### config.mk
export PLATFORM = sky130hd
export DESIGN_NAME = graph_meansq_reduce_flat
export DESIGN_NICKNAME = d
export VERILOG_FILES = /design/src/rtl/graph_meansq_reduce_if.sv /design/src/rtl/graph_meansq_reduce.sv /design/src/flat_wrapper.sv
export SDC_FILE = /design/constraint.sdc
export NUM_CORES = 1
export LEC_CHECK = 0
export BUFFER_PORTS_ARGS = -buffer_cell sky130_fd_sc_hd__buf_2
export CORE_ASPECT_RATIO = 1.25
export CORE_MARGIN = 2
export CORE_UTILIZATION = 55
export DETAILED_ROUTE_END_ITERATION = 10
export GPL_TIMING_DRIVEN = 0
export PLACE_DENSITY = 0.71
export SETUP_SLACK_MARGIN = 0.05
export SYNTH_ARGS = -nofsm -noshare
export SYNTH_HDL_FRONTEND = slang
export SYNTH_SLANG_ARGS = --single-unit
### constraint.sdc
create_clock -name clk -period 6.1 [get_ports clk]
set_clock_uncertainty 0.2 [all_clocks]
set_input_delay 1.22 -clock clk [delete_from_list [all_inputs] [get_ports clk]]
set_output_delay 1.22 -clock clk [all_outputs]
set_load 0.01 [all_outputs]
### src/rtl/graph_meansq_reduce_if.sv
// Stream bundle for the RMSNorm mean-square stage: int8 element input and RSQRT-index output.
// Optional build macro of the consuming block: GRAPH_MEANSQ_EPS_EN (no effect on this bundle).
interface graph_meansq_reduce_if;
  logic       in_valid;
  logic       in_ready;
  logic [7:0] in_data;
  logic       in_last;
  logic       out_valid;
  logic       out_ready;
  logic [7:0] out_data;

  modport master (
    output in_valid, in_data, in_last, out_ready,
    input  in_ready, out_valid, out_data
  );

  modport slave (
    input  in_valid, in_data, in_last, out_ready,
    output in_ready, out_valid, out_data
  );
endinterface

### src/rtl/graph_meansq_reduce.sv
// Sum-of-squares reduction of an int8 (scale 1/32) vector into a rounded, clamped RSQRT table index.
// Optional macro GRAPH_MEANSQ_EPS_EN adds i_cfg_eps, a saturating offset applied to the index.
module graph_meansq_reduce #(
  parameter int MAX_LOG2_LEN = 10,
  parameter int ACC_W        = 15 + MAX_LOG2_LEN
) (
  input  logic                  clk,
  input  logic                  rst_n,
  input  logic                  i_start,
  input  logic [3:0]            i_cfg_len_log2,
`ifdef GRAPH_MEANSQ_EPS_EN
  input  logic [6:0]            i_cfg_eps,
`endif
  graph_meansq_reduce_if.slave  bus,
  output logic                  o_busy,
  output logic                  o_err_last
);

  localparam int CNT_W = MAX_LOG2_LEN + 1;
  localparam int SUM_W = ACC_W + 1;

  typedef enum logic [1:0] {S_IDLE, S_ACCUM, S_ROUND, S_OUTPUT} state_t;

  state_t              r_state;
  logic [3:0]          r_len_log2;
  logic [ACC_W-1:0]    r_acc;
  logic [CNT_W-1:0]    r_cnt;
  logic                r_out_valid;
  logic [7:0]          r_out_data;
  logic                r_err_last;
`ifdef GRAPH_MEANSQ_EPS_EN
  logic [6:0]          r_eps;
`endif

  logic [3:0]          w_len_sat;
  logic signed [15:0]  w_prod;
  logic [14:0]         w_sq;
  logic [CNT_W-1:0]    w_final_cnt;
  logic                w_is_final;
  logic [4:0]          w_shift;
  logic [SUM_W-1:0]    w_half;
  logic [SUM_W-1:0]    w_sum;
  logic [SUM_W-1:0]    w_r;
  logic [6:0]          w_r_clamp;
  logic [6:0]          w_index;

  assign w_len_sat = (i_cfg_len_log2 > 4'(MAX_LOG2_LEN)) ? 4'(MAX_LOG2_LEN) : i_cfg_len_log2;

  // Square of an int8 is at most 16384, so the sign bit of the product is always clear.
  assign w_prod = $signed(bus.in_data) * $signed(bus.in_data);
  assign w_sq   = 15'(unsigned'(w_prod));

  assign w_final_cnt = (CNT_W'(1) << r_len_log2) - CNT_W'(1);
  assign w_is_final  = (r_cnt == w_final_cnt);

  // Mean square in /32 scale is acc / 2^(len+5); add half an LSB first for round-half-up.
  assign w_shift   = 5'(r_len_log2) + 5'd5;
  assign w_half    = SUM_W'(1) << (w_shift - 5'd1);
  assign w_sum     = {1'b0, r_acc} + w_half;
  assign w_r       = w_sum >> w_shift;
  assign w_r_clamp = (|w_r[SUM_W-1:7]) ? 7'd127 : w_r[6:0];

`ifdef GRAPH_MEANSQ_EPS_EN
  logic [7:0] w_r_eps;
  assign w_r_eps = {1'b0, w_r_clamp} + {1'b0, r_eps};
  assign w_index = w_r_eps[7] ? 7'd127 : w_r_eps[6:0];
`else
  assign w_index = w_r_clamp;
`endif

  always_ff @(posedge clk or negedge rst_n) begin
    if (!rst_n) begin
      r_state     <= S_IDLE;
      r_len_log2  <= '0;
      r_acc       <= '0;
      r_cnt       <= '0;
      r_out_valid <= 1'b0;
      r_out_data  <= '0;
      r_err_last  <= 1'b0;
`ifdef GRAPH_MEANSQ_EPS_EN
      r_eps       <= '0;
`endif
    end else begin
      case (r_state)
        S_IDLE: begin
          if (i_start) begin
            r_len_log2 <= w_len_sat;
            r_acc      <= '0;
            r_cnt      <= '0;
            r_err_last <= 1'b0;
`ifdef GRAPH_MEANSQ_EPS_EN
            r_eps      <= i_cfg_eps;
`endif
            r_state    <= S_ACCUM;
          end
        end
        S_ACCUM: begin
          if (bus.in_valid) begin
            r_acc <= r_acc + ACC_W'(w_sq);
            r_cnt <= r_cnt + CNT_W'(1);
            // in_last is only audited; the configured length alone ends the vector.
            if (bus.in_last != w_is_final) r_err_last <= 1'b1;
            if (w_is_final) r_state <= S_ROUND;
          end
        end
        S_ROUND: begin
          r_out_data  <= {1'b0, w_index};
          r_out_valid <= 1'b1;
          r_state     <= S_OUTPUT;
        end
        S_OUTPUT: begin
          if (bus.out_ready) begin
            r_out_valid <= 1'b0;
            r_state     <= S_IDLE;
          end
        end
        default: r_state <= S_IDLE;
      endcase
    end
  end

  assign bus.in_ready  = (r_state == S_ACCUM);
  assign bus.out_valid = r_out_valid;
  assign bus.out_data  = r_out_data;
  assign o_busy        = (r_state != S_IDLE);
  assign o_err_last    = r_err_last;

endmodule

### src/flat_wrapper.sv
// flat-port wrapper written by rule: the top's interface ports become plain ports
module graph_meansq_reduce_flat 
#(
  parameter int MAX_LOG2_LEN = 10,
  parameter int ACC_W        = 15 + MAX_LOG2_LEN
)
  (clk, rst_n, i_start, i_cfg_len_log2, o_busy, o_err_last, bus_in_valid, bus_in_data, bus_in_last, bus_out_ready, bus_in_ready, bus_out_valid, bus_out_data);
  graph_meansq_reduce_if bus_i ();
  input  logic clk;
  input  logic rst_n;
  input  logic i_start;
  input  logic [3:0] i_cfg_len_log2;
  output logic o_busy;
  output logic o_err_last;
  input wire logic [$bits(bus_i.in_valid)-1:0] bus_in_valid;
  input wire logic [$bits(bus_i.in_data)-1:0] bus_in_data;
  input wire logic [$bits(bus_i.in_last)-1:0] bus_in_last;
  input wire logic [$bits(bus_i.out_ready)-1:0] bus_out_ready;
  output wire logic [$bits(bus_i.in_ready)-1:0] bus_in_ready;
  output wire logic [$bits(bus_i.out_valid)-1:0] bus_out_valid;
  output wire logic [$bits(bus_i.out_data)-1:0] bus_out_data;
  assign bus_i.in_valid = bus_in_valid;
  assign bus_i.in_data = bus_in_data;
  assign bus_i.in_last = bus_in_last;
  assign bus_i.out_ready = bus_out_ready;
  assign bus_in_ready = bus_i.in_ready;
  assign bus_out_valid = bus_i.out_valid;
  assign bus_out_data = bus_i.out_data;
  graph_meansq_reduce #(.MAX_LOG2_LEN(MAX_LOG2_LEN), .ACC_W(ACC_W)) u_core (.clk(clk), .rst_n(rst_n), .i_start(i_start), .i_cfg_len_log2(i_cfg_len_log2), .bus(bus_i), .o_busy(o_busy), .o_err_last(o_err_last));
endmodule
=== Word level (Yosys, flattened, before mapping) ===
Index checks and enable logic that the tools add are counted.

* Add/sub/neg operators: 6
* Eq/ne operators: 10
* Muxes and demuxes: 19
* Reduce and logical (&&, ||, !) cells: 10
* Multipliers: 1
* Magnitude comparators: 1
* Shifts and indexed selects: 3

{| class="wikitable"
|+ Operators with widths
! operator !! number
|-
| two-way mux 25 bit || 2
|-
| one-hot mux 25 bit (2 select lines) || 1
|-
| adder 25 x 26 -> 26 bit || 1
|-
| << shifter 1 x 5 -> 26 bit, first input constant || 1
|-
| right shift 26 x 5 -> 26 bit || 1
|-
| adder 25 x 15 -> 25 bit || 1
|-
| two-way mux 11 bit || 2
|-
| one-hot mux 11 bit (2 select lines) || 1
|-
| OR reduction 19 bit || 1
|-
| multiplier 8 x 8 -> 15 bit || 1
|-
| adder 11 x 1 -> 11 bit, second input constant || 1
|-
| equality test 11 bit || 1
|-
| << shifter 1 x 4 -> 11 bit, first input constant || 1
|-
| subtractor 11 x 2 -> 11 bit, second input constant || 1
|-
| two-way mux 2 bit || 4
|-
| one-hot mux 2 bit (4 select lines) || 1
|-
| AND reduction 4 bit || 2
|-
| two-way mux 7 bit || 1
|-
| != test 2 bit, second input constant || 3
|-
| nonzero test 2 bit || 3
|-
| adder 4 x 3 -> 5 bit, second input constant || 1
|-
| subtractor 5 x 1 -> 5 bit, second input constant || 1
|-
| equality test 2 bit, second input constant || 2
|-
| greater-than comparator 4 bit, second input constant || 1
|-
| 9 further kinds || 15
|}

* Output and inout port bits: 12
* Flip-flop bits (word level): 51

=== Depth between registers and ports, before layout ===
Gate-level depths: netlist (run 1).

* Word-level depth: 7
* Gate-level depth with buffers: 27

=== Worst setup path before layout (run 1) ===
No wires, ideal clock.

* Path kind: input port to flip-flop
* From: input bus_in_data[6]
* To: register u_core.r_acc[20]
* Setup time: 132 ps
* Path buffers: 1
* Cell stages on the path: 25
* Setup slack: -519 ps
* Data arrival time: 6287 ps
* Cell sequence: clkbuf_1 inv_1 nor2_1 inv_1 fa_1 inv_1 fa_1 fa_1 inv_1 fa_1 inv_1 ha_1 a21oi_1 nor2b_1 o21a_1 o21ai_0 nand2b_1 a21oi_1 xnor2_1 ha_1 and2_1 o21ai_0 a21oi_1 xnor2_1 nor2_1

* Longest elaborated chain between the ends: 4

{| class="wikitable"
|+ Ends and longest elaborated chain
! what !! line !! source
|-
| start: declaration || flat_wrapper.sv:16 || <nowiki>input wire logic [$bits(bus_i.in_data)-1:0] bus_in_data;</nowiki>
|-
| multiplier 8 x 8 -> 15 bit || graph_meansq_reduce.sv:50 || <nowiki>assign w_prod = $signed(bus.in_data) * $signed(bus.in_data);</nowiki>
|-
| adder 25 x 15 -> 25 bit || graph_meansq_reduce.sv:99 || <nowiki>r_acc <= r_acc + ACC_W'(w_sq);</nowiki>
|-
| two-way mux 25 bit || graph_meansq_reduce.sv:98 || <nowiki>if (bus.in_valid) begin</nowiki>
|-
| one-hot mux 25 bit (2 select lines) || graph_meansq_reduce.sv:84 || <nowiki>case (r_state)</nowiki>
|-
| end signal: assignment || graph_meansq_reduce.sv:99 ||
|-
| end: declaration || graph_meansq_reduce.sv:26 || <nowiki>logic [ACC_W-1:0] r_acc;</nowiki>
|}

Every way passes these cells. The select of a mux whose other input is x is not followed.
A chain may end at the register's enable or synchronous reset.

=== Worst setup path in the final report (run 1) ===
* From: input bus_in_data[7]
* To: register u_core.r_acc[23]

The elaborated chain is that of the path after synthesis.

==> results of run 1 <==
path summary, 6_finish.rpt:
path / from / endpoint / slack [ns] / depth (start not counted)
setup reg to reg: u_core.r_len_log2[3] / u_core.bus.out_data[0] / 0.40 / 19
hold reg to reg: u_core.o_err_last / u_core.o_err_last / 0.30 / 2
setup / recovery: bus_in_data[7] / u_core.r_acc[23] / -0.02 / 25
hold / removal: u_core.o_err_last / u_core.o_err_last / 0.30 / 2
min in group asynchronous: rst_n / u_core.r_acc[23] / 0.95 / 1
max in group asynchronous: rst_n / u_core.o_err_last / 4.04 / 1
power breakdown:
group	internal [mW]	switching (mW)	leakage (nW)
sequential	0.432	0.0933	0.654
clock	0.207	0.137	0.0875
combinational	1.91	2.26	3.39
stage by stage:
stage | setup slack (ns) | util | TNS [ns] | cell area (um^2) | power [mW]
4_1_cts | -0.0860 | 0.631 | -0.287 | 9010 | 4.68
3_5_place_dp | -0.674 | 0.595 | -7.50 | 8490 | 3.95
3_3_place_gp | -0.594 | 0.595 | -6.44 | 8490 | 3.89
5_1_grt | -0.237 | 0.645 | -2.32 | 9210 | 5.47
6_report | -0.0171 | 0.645 | -0.0179 | 9210 | 5.04
2_1_floorplan | 0.000366 | - | 0 | 8140 | 3.22
critical path: stages:
cell,delay (ns)
buf_8,0.10
buf_4,0.13
nor2b_1,0.13
xnor2_1,0.15
ha_1,0.19
o21bai_4,0.17
fa_1,0.49
fa_1,0.53
inv_1,0.06
fa_1,0.51
inv_2,0.05
ha_4,0.27
inv_1,0.06
o21bai_4,0.15
a21oi_4,0.07
buf_4,0.14
xnor2_1,0.12
ha_1,0.39
and2_4,0.20
o21ai_4,0.16
o31ai_4,0.11
o221ai_4,0.28
o21a_1,0.19
xor2_1,0.15
nor2_1,0.05
final cells by class:
type,instances,area (um^2)
flip-flops and latches,51,1280
inverters,93,352
repair buffers,53,382
multi-input cells,763,6550
clock inverters,2,38.8
well taps,178,223
fillers,1180,5070
plain buffers,46,250
clock buffers,6,139
kinds of logic (layout without fill, tap and decap cells):
group / after synthesis / in the layout / share of synthesized area
and+or+nand+nor: 292 / 292 / 0.181
AOI/OAI and AO/OA: 241 / 241 / 0.229
buffers and inverters: 141 / 200 / 0.0699
adders and majority gates: 114 / 114 / 0.215
xor gates and xnor gates: 75 / 75 / 0.0823
DFF: 51 / 51 / 0.160
muxes: 40 / 40 / 0.0621
other: 1 / 1 / 0.000470
per-layer routing:
layer,share of wire,track usage,vias to the layer above
met5,0,0,-
met1,0.39,0.318,3512
met4,0.048,0.131,0
met3,0.036,0.0232,72
li1,-,-,3515
met2,0.53,0.508,193
sequential cells by signal (all words and copies together) (netlist names):
name / flops
u_core.r_acc: 25
u_core.r_cnt: 11
u_core.bus.out_data: 7
u_core.r_len_log2: 4
u_core.r_state: 2
u_core.bus.out_valid: 1
u_core.o_err_last: 1
cell usage after synthesis, drive strengths merged (4+ instances only):
master   count  area [um^2]
inv         92          345
nor2        86          323
ha          75          938
nand2       72          273
xnor2       54          473
a21oi       53          273
dfrtp       51         1280
fa          39          781
o21ai       37          189
clkbuf      31          116
nand3       28          140
nor3        26          130
mux2i       24          244
xor2        21          184
and2        20          125
buf         17         92.6
a21o        14          105
a22o        13          114
a31oi       13          133
nor2b       11         68.8
o211ai      11         87.6
mux2        10          113
nand2b      10         62.6
o21a         9         67.6
a211oi       8         65.1
nand4        8         50.1
o32ai        8         70.1
a31o         6         52.6
mux4         6          139
o21bai       6         45.0
o22ai        6         37.5
or2          6         37.5
and3         5         31.3
o211a        5         50.1
a211o        4         36.3
o2111ai      4         35.0
o21ba        4         40.0
o221ai       4         47.6
o31a         4         43.8
o31ai        4         40.0
what timing repair did:
item	CTS	global route
cloned	0	0
endpoints found under the setup margin	14	21
resized for setup	47	44
buffers inserted	21	5
pin swaps	37	30
==> reports/metrics.csv, run 1 <==
metric;value;unit
outcome;complete, but fails checks;
failing checks;negative setup slack;
fin crit share;1.00;
vias in the first global route;7196;
initial drt markers;417;
worst min path class;reg2reg;
Post-synth EDFFs;0;
hold_buf cts;0;
Syn. warnings;0;
Netlist Area Pre-Place;0.00798;mm^2
CP arrival;6.08;ns
total core area;0.0143;mm^2
Mapped Nets;1087;
final setup fails;2;
Clock Pin Slew Worst Setup and Hold Paths;0.07;ns
CTS Buf Count;5;
Pleak;4.13;nW
Synth async-reset ratio;1.00;
routability cong.;0.963;
post-route ant nets;0;
DP HPWL;16700;um
Cells after DPL;1160;
vias per cell;6.12;
die area;0.0155;mm^2
final WL;21300;um
width of the die;112;um
Final Net Count;1145;
post-route insts no fill;1192;
GRT Residual Overflow;0;
min Tclk post-route;6.12;ns
CTS tree;built;
layout cells sized above 1;0.208;
htree depth;2;
initial antenna violation count;0;
CP required;6.07;ns
syn avg cell area;8.36;um^2
maximum VDD drop;0.386;mV
# diodes;0;
number of remaining DRC errors;0;
fin. max-slew vios;0;
largest net degree at the start of global routing;52;
most common cell after layout, fill and taps aside;nor2_1;
1st-pass router iterations;5;
Worst setup EP type;flip-flop;
Crit Path Category;in2reg;
gr usage total;0.275;
worst-case clock buffer depth;2;
row cnt;49;
commonest cells after routing, fill and taps aside;nor2_1, inv_1, nand2_1;
Seq/Total Area, Yosys;0.160;
slew margin rel.;0.228;
# clock sinks;51;
IO Count;30;
Yosys reg bits;51;
Final WS setup;-0.0171;ns
Slew @ Worst Pin;1.16;ns
max cap viols;0;
prevailing post-synth register cell;dfrtp_1;
Initial Util;0.559;
Root Driver;clkbuf_16;
first-pass GRT wire length;35000;um
clk_lat worst skew;0.30;ns
IO Port Bufs;27;
CP Launch Type;primary input;
worst-path maximum fanout;6;
Die Y;139;um
Fmax;163;MHz
final hold vios;0;
Routed WL per cell;17.8;um
Syn Inst Count;955;
Layout area overhead;15.4;%
RSZ-0062 raised after global routing;true;
Worst Hold Slack;0.302;ns
Power Dens Cells;547;mW/mm^2
via total after detailed routing;7292;
post-synth cell types;93;
No activity file was read; power rests on OpenSTA's default activity.
==> run 2: changes to the inputs <==
--- a/config.mk
+++ b/config.mk
@@ -5,7 +5,9 @@
 export SDC_FILE = /design/constraint.sdc
 export NUM_CORES = 1
 export LEC_CHECK = 0
+export ABC_AREA = 1
 export BUFFER_PORTS_ARGS = -buffer_cell sky130_fd_sc_hd__buf_2
+export CAP_MARGIN = 20
 export CORE_ASPECT_RATIO = 1.25
 export CORE_MARGIN = 2
 export CORE_UTILIZATION = 55
==> run 2 against run 1 <==
  * The run still ends with negative setup slack left
  * Hold slack got worse by 0.013 ns
  * Total power increased by 4.8%
  * First-iteration DRC count up 43%
  * Clock power shrank 4%
  * Synthesized area decreased by 1.7%
  * Global-route usage increased by 1.9 points
  * Critical path depth rose by 7
  * Combinational power rose by 5.0%
  * Final cell count is 23% higher
  * Utilization grew 4.0 points
  * Sequential power is 7.0% higher
  * Maximum frequency down 7.7%
  * Largest power group unchanged
==> reports/metrics.csv, run 2 <==
metric;value;unit;change
Routed WL per cell;15.6;um;-12%
Worst Hold Slack;0.289;ns;-0.0130 ns
fillers;1226;;+3.9%
# diodes;0;;unchanged
vias per cell;5.54;;-9.4%
row cnt;48;;-2.0%
Slew @ Worst Pin;0.668;ns;-0.490 ns
register bank with the most flops;u_core.r_acc;;
Initial Util;0.566;;+0.00675
Final Net Count;1425;;+24%
largest area contributor in the netlist;dfrtp_1;;
via total after detailed routing;8140;;+12%
CTS Buf Count;5;;unchanged
worst-path maximum fanout;5;;-1
commonest cells after routing, fill and taps aside;nand2_1, inv_1, nand3_1;;
total core area;0.0139;mm^2;-2.9%
top post-synthesis cells by count;nand2_1, inv_1, nand3_1, nor2_1, ha_1;;
synth top area cells;dfrtp_1, nand2_1, ha_1;;
final WL;23000;um;+8.0%
Yosys reg bits;51;;unchanged
DP HPWL;17700;um;+6.2%
clk_lat worst skew;0.30;ns;about the same
Hold Path Stages;1;;-1
CP required;6.10;ns;+0.03 ns
Pleak;4.79;nW;+16%
gr usage total;0.294;;+0.0189
Compound-Gate Fraction of Synth Area;0.120;;-0.109
Layout area overhead;21.0;%;
Root Driver;clkbuf_16;;
min Tclk post-route;6.63;ns;+0.508 ns
Clock Pin Slew Worst Setup and Hold Paths;0.08;ns;about the same
mux cell area share after synthesis;0;;-0.0621
worst hold path endpoint;u_core.o_err_last;;
CP dominant cell by count;nand2_1;;
number of flip-flops in the largest register;25;;unchanged
Post-synth EDFFs;0;;unchanged
Syn. warnings;0;;unchanged
CTS tree;built;;
IO Port Bufs;26;;-3.7%
prevailing post-synth register cell;dfrtp_1;;
Synth async-reset ratio;1.00;;unchanged
max cap viols;0;;unchanged
CP arrival;6.62;ns;+0.54 ns
failing checks;negative setup slack;;
largest net degree at the start of global routing;40;;-23%
Cells after DPL;1406;;+21%
GRT Residual Overflow;0;;unchanged
Crit Path Category;in2reg;;
final hold vios;0;;unchanged
simple-gate share of the synthesized area;0.334;;+0.153
slew margin rel.;0.555;;+0.327
Mapped Nets;1336;;+23%
Seq/Total Area, Yosys;0.163;;+0.00278
outcome;complete, but fails checks;;
maximum VDD drop;0.415;mV;+7.4%
Final WS setup;-0.525;ns;-0.508 ns
vias in the first global route;7948;;+10%
Netlist Area Pre-Place;0.00785;mm^2;-1.7%
final setup fails;11;;+9
first-pass GRT wire length;36500;um;+4.2%
worst-case clock buffer depth;2;;unchanged
routability cong.;0.975;;+1.3%
post-synth cell types;50;;-46%
setup TNS;-4.07;ns;-4.05 ns
Syn Inst Count;1204;;+26%
die area;0.0152;mm^2;-1.7%
post-route insts no fill;1469;;+23%
placed cell area;0.00844;mm^2;-0.62%
CP Launch Type;primary input;;
width of the die;111;um;-0.83%
fin crit share;1.09;;+0.0833
1st-pass router iterations;6;;+1
syn avg cell area;6.52;um^2;-22%
Hold Path Origin;u_core.o_err_last;;
# clock sinks;51;;unchanged
most common cell after layout, fill and taps aside;nand2_1;;
XOR/XNOR Fraction of Synth Area;0.0480;;-0.0343
htree depth;2;;unchanged
worst min path class;reg2reg;;
R2R setup slack;1.10;ns;+0.70 ns
final core occ;0.685;;+0.0396
RSZ-0062 raised after global routing;true;;
fin. max-slew vios;0;;unchanged
CP max-delay cell;fa_1;;
Die Y;138;um;-0.83%
R2R depth;26;;+7
main combinational cell family by area after synthesis;simple AND/OR/NAND/NOR gates;;
initial antenna violation count;0;;unchanged
post-synth top area share;0.163;;+0.00278
Fmax;151;MHz;-7.7%
most frequent cell after synthesis;nand2_1;;
Worst setup EP type;flip-flop;;
Power Dens Cells;556;mW/mm^2;+1.6%
post-route ant nets;0;;unchanged
number of remaining DRC errors;0;;unchanged
FF-to-FF End;u_core.bus.out_data[0];;
IO Count;30;;unchanged
initial drt markers;597;;+43%
layout cells sized above 1;0.187;;-0.0211
slowest stage delay, CP;0.54;ns;about the same
adder-cell share of the synthesized area;0.219;;+0.00374
cell area after layout;0.00950;mm^2;+3.1%
Reg-to-Reg Start;u_core.r_len_log2[3];;
[run 2: worst max-delay path by stage]
stage | slack (ns) | endpoint | depth (start not counted) | from
6_report | -0.53 | u_core.r_acc[23] | 32 | bus_in_data[7]
2_1_floorplan | -0.47 | u_core.r_acc[23] | 32 | bus_in_data[2]
5_1_grt | -0.89 | u_core.r_acc[23] | 30 | bus_in_data[6]
3_5_place_dp | -1.25 | u_core.r_acc[23] | 37 | bus_in_data[1]
3_3_place_gp | -1.22 | u_core.r_acc[23] | 37 | bus_in_data[1]
4_1_cts | -0.50 | u_core.r_acc[24] | 31 | bus_in_data[7]
[run 2: logic make-up after synthesis]
kind of cell / count (synthesis)
simple gates: 593
buf+inv: 236
compound gates: 166
fa+ha+maj: 114
flops: 51
xor+xnor: 43
other cells: 1
[run 2: timing repair]
item	in CTS	in global routing
hold buffers	0	0
pin swaps	28	44
endpoints found under the setup margin	12	14
gates resized for setup	56	69
gates cloned	1	0
buffers inserted	40	17
[run 2: report_power, final]
group / switching, mW / total (mW) / internal (mW)
Clock: 0.135 / 0.330 / 0.195
Sequential: 0.114 / 0.563 / 0.449
Combinational: 2.58 / 4.38 / 1.81
Total: 2.82 / 5.28 / 2.45
[run 2: final cells by class]
type | count | area (um^2) | share of cell area
plain buffers | 33 | 265 | 0.0279
clock buffers | 5 | 125 | 0.0132
clock inverters | 3 | 46.3 | 0.00487
inverters | 203 | 772 | 0.0813
multi-input cells | 917 | 6150 | 0.648
flip-flops and latches | 51 | 1280 | 0.134
well taps | 175 | 219 | 0.0231
repair buffers | 82 | 643 | 0.0677
[run 2: per-stage QoR]
stage	setup WS (ns)	power, mW
final	-0.525	5.28
after global routing	-0.893	5.75
after CTS	-0.498	4.63
after detailed placement	-1.25	3.91
after global placement	-1.22	3.86
after floorplan	-0.468	3.14
[run 2: layer usage]
layer / wire (um) / GRT usage
met5: 0 / 0
met3: 589 / 0.0198
met4: 1220 / 0.148
met2: 12100 / 0.567
met1: 9090 / 0.327
[run 2: worst max-delay path: cells and delay by family]
family                     cells  cell delay (ns)
and+or+nand+nor               14             1.77
buffers and inverters          5             0.48
xor gates and xnor gates       2             0.33
adders and majority gates      6             2.45
AOI/OAI and AO/OA              5             0.39
